**config.mk**
```make
export PLATFORM = sky130hd
export DESIGN_NAME = pc_flow_unit
export DESIGN_NICKNAME = d
export VERILOG_FILES = /design/src/rtl/pc_flow_pkg.sv /design/src/rtl/pc_flow_unit_ras_stack.sv /design/src/rtl/pc_flow_unit.sv
export SDC_FILE = /design/constraint.sdc
export NUM_CORES = 1
export LEC_CHECK = 0
export BUFFER_PORTS_ARGS = -buffer_cell sky130_fd_sc_hd__buf_2
export CORE_ASPECT_RATIO = 0.9
export CORE_MARGIN = 2
export CORE_UTILIZATION = 60
export CTS_BUF_LIST = sky130_fd_sc_hd__clkbuf_8 sky130_fd_sc_hd__clkbuf_16
export DETAILED_ROUTE_END_ITERATION = 10
export PLACE_DENSITY = 0.79
export SYNTH_ARGS = -nofsm -noshare
export SYNTH_HDL_FRONTEND = slang
export SYNTH_SLANG_ARGS = --single-unit
```
**constraint.sdc**
```tcl
create_clock -name i_clk -period 7.5 [get_ports i_clk]
set_clock_uncertainty 0.15 [all_clocks]
set_input_delay 0 -clock i_clk [delete_from_list [all_inputs] [get_ports i_clk]]
set_output_delay 0 -clock i_clk [all_outputs]
set_load 0.01 [all_outputs]
```
**src/rtl/pc_flow_pkg.sv**
```systemverilog
// ----------------------------------------------------------------------------
// pc_flow_pkg
// Shared definitions for the program-counter / flow-control unit.
//   - FLOW opcode encodings driven by the control unit
//   - FSM state type for the RUN / HALT machine
// ----------------------------------------------------------------------------
package pc_flow_pkg;

    localparam int unsigned FLOW_WIDTH = 3;

    // FLOW encodings; 3'b110 and 3'b111 are unused and behave as NEXT.
    localparam logic [FLOW_WIDTH-1:0] FLOW_NEXT = 3'b000;
    localparam logic [FLOW_WIDTH-1:0] FLOW_JUMP = 3'b001;
    localparam logic [FLOW_WIDTH-1:0] FLOW_BEQ  = 3'b010;
    localparam logic [FLOW_WIDTH-1:0] FLOW_BNE  = 3'b011;
    localparam logic [FLOW_WIDTH-1:0] FLOW_CALL = 3'b100;
    localparam logic [FLOW_WIDTH-1:0] FLOW_RET  = 3'b101;

    // HALT is only left through reset.
    typedef enum logic {
        StRun  = 1'b0,
        StHalt = 1'b1
    } flow_state_e;

endpackage

```
**src/rtl/pc_flow_unit_ras_stack.sv**
```systemverilog
// ----------------------------------------------------------------------------
// ras_stack
// Return-address stack: DEPTH x WIDTH LIFO with registered occupancy count.
// Ports:
//   i_clk    clock, rising edge
//   i_rst_n  asynchronous active-low reset (clears the count only)
//   i_push   write i_din on top (ignored when full)
//   i_pop    discard top entry (ignored when empty)
//   i_din    address to push
//   o_top    current top entry (undefined while empty)
//   o_empty  count == 0
//   o_full   count == DEPTH
// ----------------------------------------------------------------------------
module ras_stack #(
    parameter int unsigned DEPTH = 4,
    parameter int unsigned WIDTH = 32
) (
    input  logic             i_clk,
    input  logic             i_rst_n,
    input  logic             i_push,
    input  logic             i_pop,
    input  logic [WIDTH-1:0] i_din,
    output logic [WIDTH-1:0] o_top,
    output logic             o_empty,
    output logic             o_full
);

    localparam int unsigned IDX_W = (DEPTH > 1) ? $clog2(DEPTH) : 1;
    localparam int unsigned CNT_W = IDX_W + 1;

    logic [WIDTH-1:0] r_mem [DEPTH];
    logic [CNT_W-1:0] r_cnt;

    logic             w_do_push;
    logic             w_do_pop;
    logic [IDX_W-1:0] w_wr_idx;
    logic [IDX_W-1:0] w_rd_idx;

    assign o_empty   = (r_cnt == '0);
    assign o_full    = (r_cnt == CNT_W'(DEPTH));

    assign w_do_push = i_push & ~o_full;
    assign w_do_pop  = i_pop & ~o_empty & ~i_push;

    // While not full the low count bits address the next free slot.
    assign w_wr_idx  = r_cnt[IDX_W-1:0];
    assign w_rd_idx  = r_cnt[IDX_W-1:0] - IDX_W'(1);
    assign o_top     = r_mem[w_rd_idx];

    always_ff @(posedge i_clk or negedge i_rst_n) begin
        if (!i_rst_n) begin
            r_cnt <= '0;
        end else if (w_do_push) begin
            r_cnt <= r_cnt + CNT_W'(1);
        end else if (w_do_pop) begin
            r_cnt <= r_cnt - CNT_W'(1);
        end
    end

    // Stack contents need no reset; only the count gives them meaning.
    always_ff @(posedge i_clk) begin
        if (w_do_push) begin
            r_mem[w_wr_idx] <= i_din;
        end
    end

endmodule

```
**src/rtl/pc_flow_unit.sv**
```systemverilog
// ----------------------------------------------------------------------------
// pc_flow_unit
// Program counter and flow control for the single-cycle CPU: PC increment,
// relative branch/jump target, CALL/RET via a return-address stack, data
// memory stall hold and a HALT fault state on stack over/underflow.
// Ports:
//   i_clk          clock, rising edge
//   i_rst_n        asynchronous active-low reset
//   i_busywait     data memory stall; 1 holds all state
//   i_flow         flow opcode (see pc_flow_pkg)
//   i_zero         ALU zero flag for BEQ/BNE
//   i_offset       signed offset in instructions
//   o_pc           current instruction address (registered)
//   o_next_pc      address loaded at the next enabled edge
//   o_taken        non-sequential target selected
//   o_stack_empty  RAS holds no entries
//   o_stack_full   RAS holds RAS_DEPTH entries
//   o_fault        unit is in HALT
// ----------------------------------------------------------------------------
module pc_flow_unit
    import pc_flow_pkg::*;
#(
    parameter int unsigned          PC_WIDTH     = 32,
    parameter int unsigned          OFFSET_WIDTH = 8,
    parameter int unsigned          INSTR_SHIFT  = 2,
    parameter int unsigned          RAS_DEPTH    = 4,
    parameter logic [PC_WIDTH-1:0]  RESET_PC     = '0
) (
    input  logic                    i_clk,
    input  logic                    i_rst_n,
    input  logic                    i_busywait,
    input  logic [FLOW_WIDTH-1:0]   i_flow,
    input  logic                    i_zero,
    input  logic [OFFSET_WIDTH-1:0] i_offset,
    output logic [PC_WIDTH-1:0]     o_pc,
    output logic [PC_WIDTH-1:0]     o_next_pc,
    output logic                    o_taken,
    output logic                    o_stack_empty,
    output logic                    o_stack_full,
    output logic                    o_fault
);

    localparam logic [PC_WIDTH-1:0] PC_INC = PC_WIDTH'(1) << INSTR_SHIFT;

    flow_state_e         r_state;
    flow_state_e         w_state_d;
    logic [PC_WIDTH-1:0] r_pc;

    logic [PC_WIDTH-1:0] w_pcplus;
    logic [PC_WIDTH-1:0] w_offset_ext;
    logic [PC_WIDTH-1:0] w_target;
    logic [PC_WIDTH-1:0] w_next_pc;
    logic [PC_WIDTH-1:0] w_ras_top;
    logic                w_taken;
    logic                w_push;
    logic                w_pop;
    logic                w_ras_empty;
    logic                w_ras_full;

    // Address arithmetic wraps modulo 2^PC_WIDTH by construction.
    assign w_pcplus     = r_pc + PC_INC;
    assign w_offset_ext = {{(PC_WIDTH-OFFSET_WIDTH){i_offset[OFFSET_WIDTH-1]}}, i_offset};
    assign w_target     = w_pcplus + (w_offset_ext << INSTR_SHIFT);

    always_comb begin
        w_next_pc = w_pcplus;
        w_taken   = 1'b0;
        w_push    = 1'b0;
        w_pop     = 1'b0;
        w_state_d = r_state;

        if (r_state == StHalt) begin
            w_next_pc = r_pc;
        end else begin
            case (i_flow)
                FLOW_JUMP: begin
                    w_next_pc = w_target;
                    w_taken   = 1'b1;
                end
                FLOW_BEQ: begin
                    if (i_zero) begin
                        w_next_pc = w_target;
                        w_taken   = 1'b1;
                    end
                end
                FLOW_BNE: begin
                    if (!i_zero) begin
                        w_next_pc = w_target;
                        w_taken   = 1'b1;
                    end
                end
                FLOW_CALL: begin
                    if (w_ras_full) begin
                        // Overflow: freeze PC and trap.
                        w_next_pc = r_pc;
                        w_state_d = StHalt;
                    end else begin
                        w_next_pc = w_target;
                        w_taken   = 1'b1;
                        w_push    = 1'b1;
                    end
                end
                FLOW_RET: begin
                    if (w_ras_empty) begin
                        // Underflow: freeze PC and trap.
                        w_next_pc = r_pc;
                        w_state_d = StHalt;
                    end else begin
                        w_next_pc = w_ras_top;
                        w_taken   = 1'b1;
                        w_pop     = 1'b1;
                    end
                end
                default: begin
                    w_next_pc = w_pcplus;
                end
            endcase
        end
    end

    always_ff @(posedge i_clk or negedge i_rst_n) begin
        if (!i_rst_n) begin
            r_pc    <= RESET_PC;
            r_state <= StRun;
        end else if (!i_busywait) begin
            r_pc    <= w_next_pc;
            r_state <= w_state_d;
        end
    end

    // Stack updates share the enabled edge with the PC.
    ras_stack #(
        .DEPTH (RAS_DEPTH),
        .WIDTH (PC_WIDTH)
    ) u_ras (
        .i_clk   (i_clk),
        .i_rst_n (i_rst_n),
        .i_push  (w_push & ~i_busywait),
        .i_pop   (w_pop & ~i_busywait),
        .i_din   (w_pcplus),
        .o_top   (w_ras_top),
        .o_empty (w_ras_empty),
        .o_full  (w_ras_full)
    );

    assign o_pc          = r_pc;
    assign o_next_pc     = w_next_pc;
    assign o_taken       = w_taken;
    assign o_stack_empty = w_ras_empty;
    assign o_stack_full  = w_ras_full;
    assign o_fault       = (r_state == StHalt);

endmodule
```
==> parameters.txt <==
Parameter                              Value

Pwr
  Clk network pwr share ... 0.385
  Flop pwr share ... 0.472
  Leakage Power ... between 4 and 5 nW
  Comb pwr share ... 0.143
  Switching Fraction ... 0.277
  Areal power density over the cells ... about 190 nW/um2
  Sum of internal, switching and leakage power ... about 0.0021 W
  Total net switching power ... between 0.0005 and 0.0006 W
  Internal power summed over all cells ... approximately 0.0015 W
  Max IR drop VDD ... between 200 and 250 uV

Setup path
  Master of the slowest instance on the critical path ... sky130_fd_sc_hd__nor4_1
  Top fanout value on the critical path ... 9
  Worst-case reg-to-reg path depth ... 15
  Data arrival time of the critical path ... 5620 ps
  Kind of end point of the critical path ... output pin
  Required time of the critical path ... roughly 7400 ps
  Critical path, cell by cell ... ha_1 -> nand4_1 -> nor3_2 -> and2_1 -> nand3_1 -> xnor2_1 -> ha_1 -> a21oi_1 -> o21ai_0 -> a21oi_1 -> o21ai_0 -> o21a_1 -> nor4_1 -> nor3_1 -> a211oi_1 -> buf_2
  Worst Path Class, Setup ... reg2out
  Crit. path cell count ... 16
  Cell family contributing the most delay on the critical path ... simple AND/OR/NAND/NOR gates
  Launching element type of the critical path ... register
  Buffers plus inverters on the worst setup path ... 1
  CP peak stage delay ... about 760 ps

Logic synthesis
  Sequential share of the synthesized area ... 0.483
  Syn Area/Cell ... about 11 um2
  Total standard cell area after synthesis ... 9830 um2
  Cell types with the largest area share after synthesis ... sky130_fd_sc_hd__edfxtp_1 39%, sky130_fd_sc_hd__dfrtp_1 9.2%, sky130_fd_sc_hd__mux4_2 7.3%
  Yosys top cell area share ... 0.391
  Count of flip-flops with a built-in enable after synthesis ... 128
  Post-synthesis sequential element count ... ~160
  Synthesized instance count ... 872
  Primary FF master, synth ... sky130_fd_sc_hd__edfxtp_1
  Syn nets ... approximately 900
  Async set or reset register ratio after synthesis ... 0.220
  Number of different library cells in the post-synthesis netlist ... 72
  Warnings from Yosys ... 0
  Cell accounting for the most synthesized area ... sky130_fd_sc_hd__edfxtp_1

Outcome
  Status ... complete, no violations

Routing
  DRT Wirelength ... ~28000 um
  DRC violation total after the first TritonRoute iteration ... about 970
  Total vias in the final route ... just under 8000
  DRC violations left ... 0
  Routed Antenna Nets ... 0
  Via density per instance ... a little under 7
  Routed length per instance ... roughly 24 um
  First drt pass iteration count ... 7

Cells and area
  Share of post-route cells with drive strength above 1 ... 0.212
  Relative area change from synthesis to final layout ... 11.5%
  Total of fill cells in the finished design ... 1197
  Number of nets at the end of the flow ... around 1000
  Post-route core utilization ... 0.682
  Most frequent cells in the layout ... 128 x sky130_fd_sc_hd__edfxtp_1, 93 x sky130_fd_sc_hd__nand2_1, 82 x sky130_fd_sc_hd__buf_2
  Antenna Diode Count ... 0
  Leading cell type in the layout, fill and taps excluded ... sky130_fd_sc_hd__edfxtp_1

Clocking
  CTS tree ... yes
  CTS sink count ... between 150 and 200
  Root cell of the clock tree ... sky130_fd_sc_hd__clkbuf_16
  Resized Gates After CTS ... 0
  CTS clk-pin slew, worst paths ... around 60 ps
  H-tree levels ... 4
  Number of clock buffers inserted by TritonCTS ... 17
  Post-CTS Setup Bufs ... 0
  Clock Tree Buf Depth ... 2
  Insertion delay of the later-clocked pin in the worst-skew pair ... roughly 440 ps

Placement
  DPL Wire Length ... 18900 um
  IO Port Bufs ... between 80 and 90
  Pre-CTS setup slack ... 2460 ps
  Weighted congestion reported at the end of routability-driven placement ... around 1.0

STA
  Period minus WS final ... between 5000 and 6000 ps
  Final setup margin ... around 1700 ps
  Worst hold slack after final layout ... 60.8 ps
  Max-slew violation count ... 0
  Post-route fraction of the period consumed by the critical path ... 0.770
  Final number of setup-violating endpoints ... 0
  Worst slew margin ... 0.317
  Unrepaired setup endpoints after global routing ... no
  Final Hold Fails ... 0
  Setup TNS Final ... 0 ps
  Maximum operating frequency ... ~170 MHz
  Transition time at the pin with the least slew margin ... between 1000 and 1500 ps

Global route
  Initial antenna violation count ... 0
  Busiest layer in global routing ... met2
  Met2 demand-to-capacity share in global routing ... 0.504
  Wire length of the first global-routing pass ... around 43000 um
  GRT Util Overall ... 0.329
  Via count of the first global-routing pass ... roughly 7500
  Largest net degree at the start of global routing ... 37
  Remaining global-route overflow ... 0
  Met3 usage ... 0.0651
  Fraction of met1 tracks used by global routing ... 0.469

Die
  Die area ... 17400 um2
  I/O pin count ... 83
  Height of the chip ... about 130 um
  Site row count ... 44
  Area of the core region ... 16100 um2
  Initial Util ... 0.611
  Overall die width ... 139 um

Worst hold path
  Type of the worst min-delay path ... in2reg
  Hold Path Cell Cnt ... 6

Flow run
  # Max-Cap Violations ... 0
-- what timing repair did --
item / in CTS / in global routing
endpoints found under the setup margin: 0 / 0
hold buffers: 4 / 0
endpoints found under the hold margin: 46 / 0
-- logic make-up (layout without fill, tap and decap cells) --
| group | count (synthesis) | in the layout | synth area share |
|---|---|---|---|
| AND/OR/NAND/NOR | 260 | 260 | 0.131 |
| AO/OA/AOI/OAI | 229 | 229 | 0.154 |
| flip-flops | 164 | 164 | 0.483 |
| buffers and inverters | 68 | 147 | 0.0293 |
| multiplexers | 63 | 63 | 0.108 |
| XOR/XNOR | 48 | 48 | 0.0428 |
| adder cells (fa/ha/maj) | 40 | 40 | 0.0525 |
-- cells in the mapped netlist, drive strengths merged, types with 9 or more instances --
cell type  count
edfxtp       128
nand2         93
o21ai         62
nor2          54
a21oi         49
ha            38
dfrtp         36
mux4          32
xnor2         29
clkbuf        26
mux2          26
nand3         24
buf           23
inv           19
nor3          19
xor2          19
a21o          15
and2          14
nand4         14
and3          13
a222oi         9
a22oi          9
a31oi          9
-- through the flow --
stage / area, um2 / instances
after floorplan: 9830 / 872
after global placement: 10400 / 1122
after detailed placement: 10400 / 1122
after CTS: 11000 / 1158
after global routing: 11000 / 1158
final: 11000 / 1158
-- final cells by class --
cell class	instances	area, um2	area share
multi-input combinational	640	4800	0.438
clock buffer	19	453	0.0413
sequential	164	4750	0.433
tap	207	259	0.0236
inverter	19	71.3	0.00651
clock inverter	13	100	0.00914
timing repair buffer	96	526	0.0480
-- final timing paths --
kind                        startpoint                 to  slack [ps]
min in group asynchronous      i_rst_n     u_ras.r_cnt[2]         120
min reg2reg                    o_pc[0]  u_ras.r_mem[3][0]         440
max reg2reg                    o_pc[2]           o_pc[31]        2200
max                            o_pc[2]      o_next_pc[31]        1730
min                        i_offset[1]            o_pc[3]          60
max in group asynchronous      i_rst_n     u_ras.r_cnt[0]        6410
-- worst reg2reg max path: stages (launching register included) --
cell	delay, ps
sky130_fd_sc_hd__dfrtp_1	490
sky130_fd_sc_hd__ha_1	290
sky130_fd_sc_hd__nand4_1	170
sky130_fd_sc_hd__nor3_2	620
sky130_fd_sc_hd__and2_1	280
sky130_fd_sc_hd__nand3_1	110
sky130_fd_sc_hd__xnor2_1	480
sky130_fd_sc_hd__ha_1	420
sky130_fd_sc_hd__a21oi_1	190
sky130_fd_sc_hd__o21ai_0	150
sky130_fd_sc_hd__a21oi_1	290
sky130_fd_sc_hd__o21ai_0	200
sky130_fd_sc_hd__o21a_1	210
sky130_fd_sc_hd__nor4_1	760
sky130_fd_sc_hd__nor4_1	120
sky130_fd_sc_hd__a211oi_1	250
-- power groups by stage --
stage	clock, W	combinational (W)	sequential [W]
4_1_cts	0.000826	0.000298	0.00101
5_1_grt	0.000862	0.000328	0.00101
6_report	0.000822	0.000305	0.00101
3_5_place_dp	0	0.000294	0.00103
3_3_place_gp	0	0.000290	0.00103
2_1_floorplan	0	0.000206	0.00102
-- registers in the layout, summed over array words and instances (netlist names) --
register / flops
o_fault: 1
u_ras.r_cnt: 3
o_pc: 32
u_ras.r_mem: 128
-- layer usage --
metal  routed length [um]  up-vias
li1                     -     3501
met1                11500     3837
met2                12700      533
met3                 2940       70
met4                  883        0
met5                    0        -
Power figures use the tool's default switching activity.
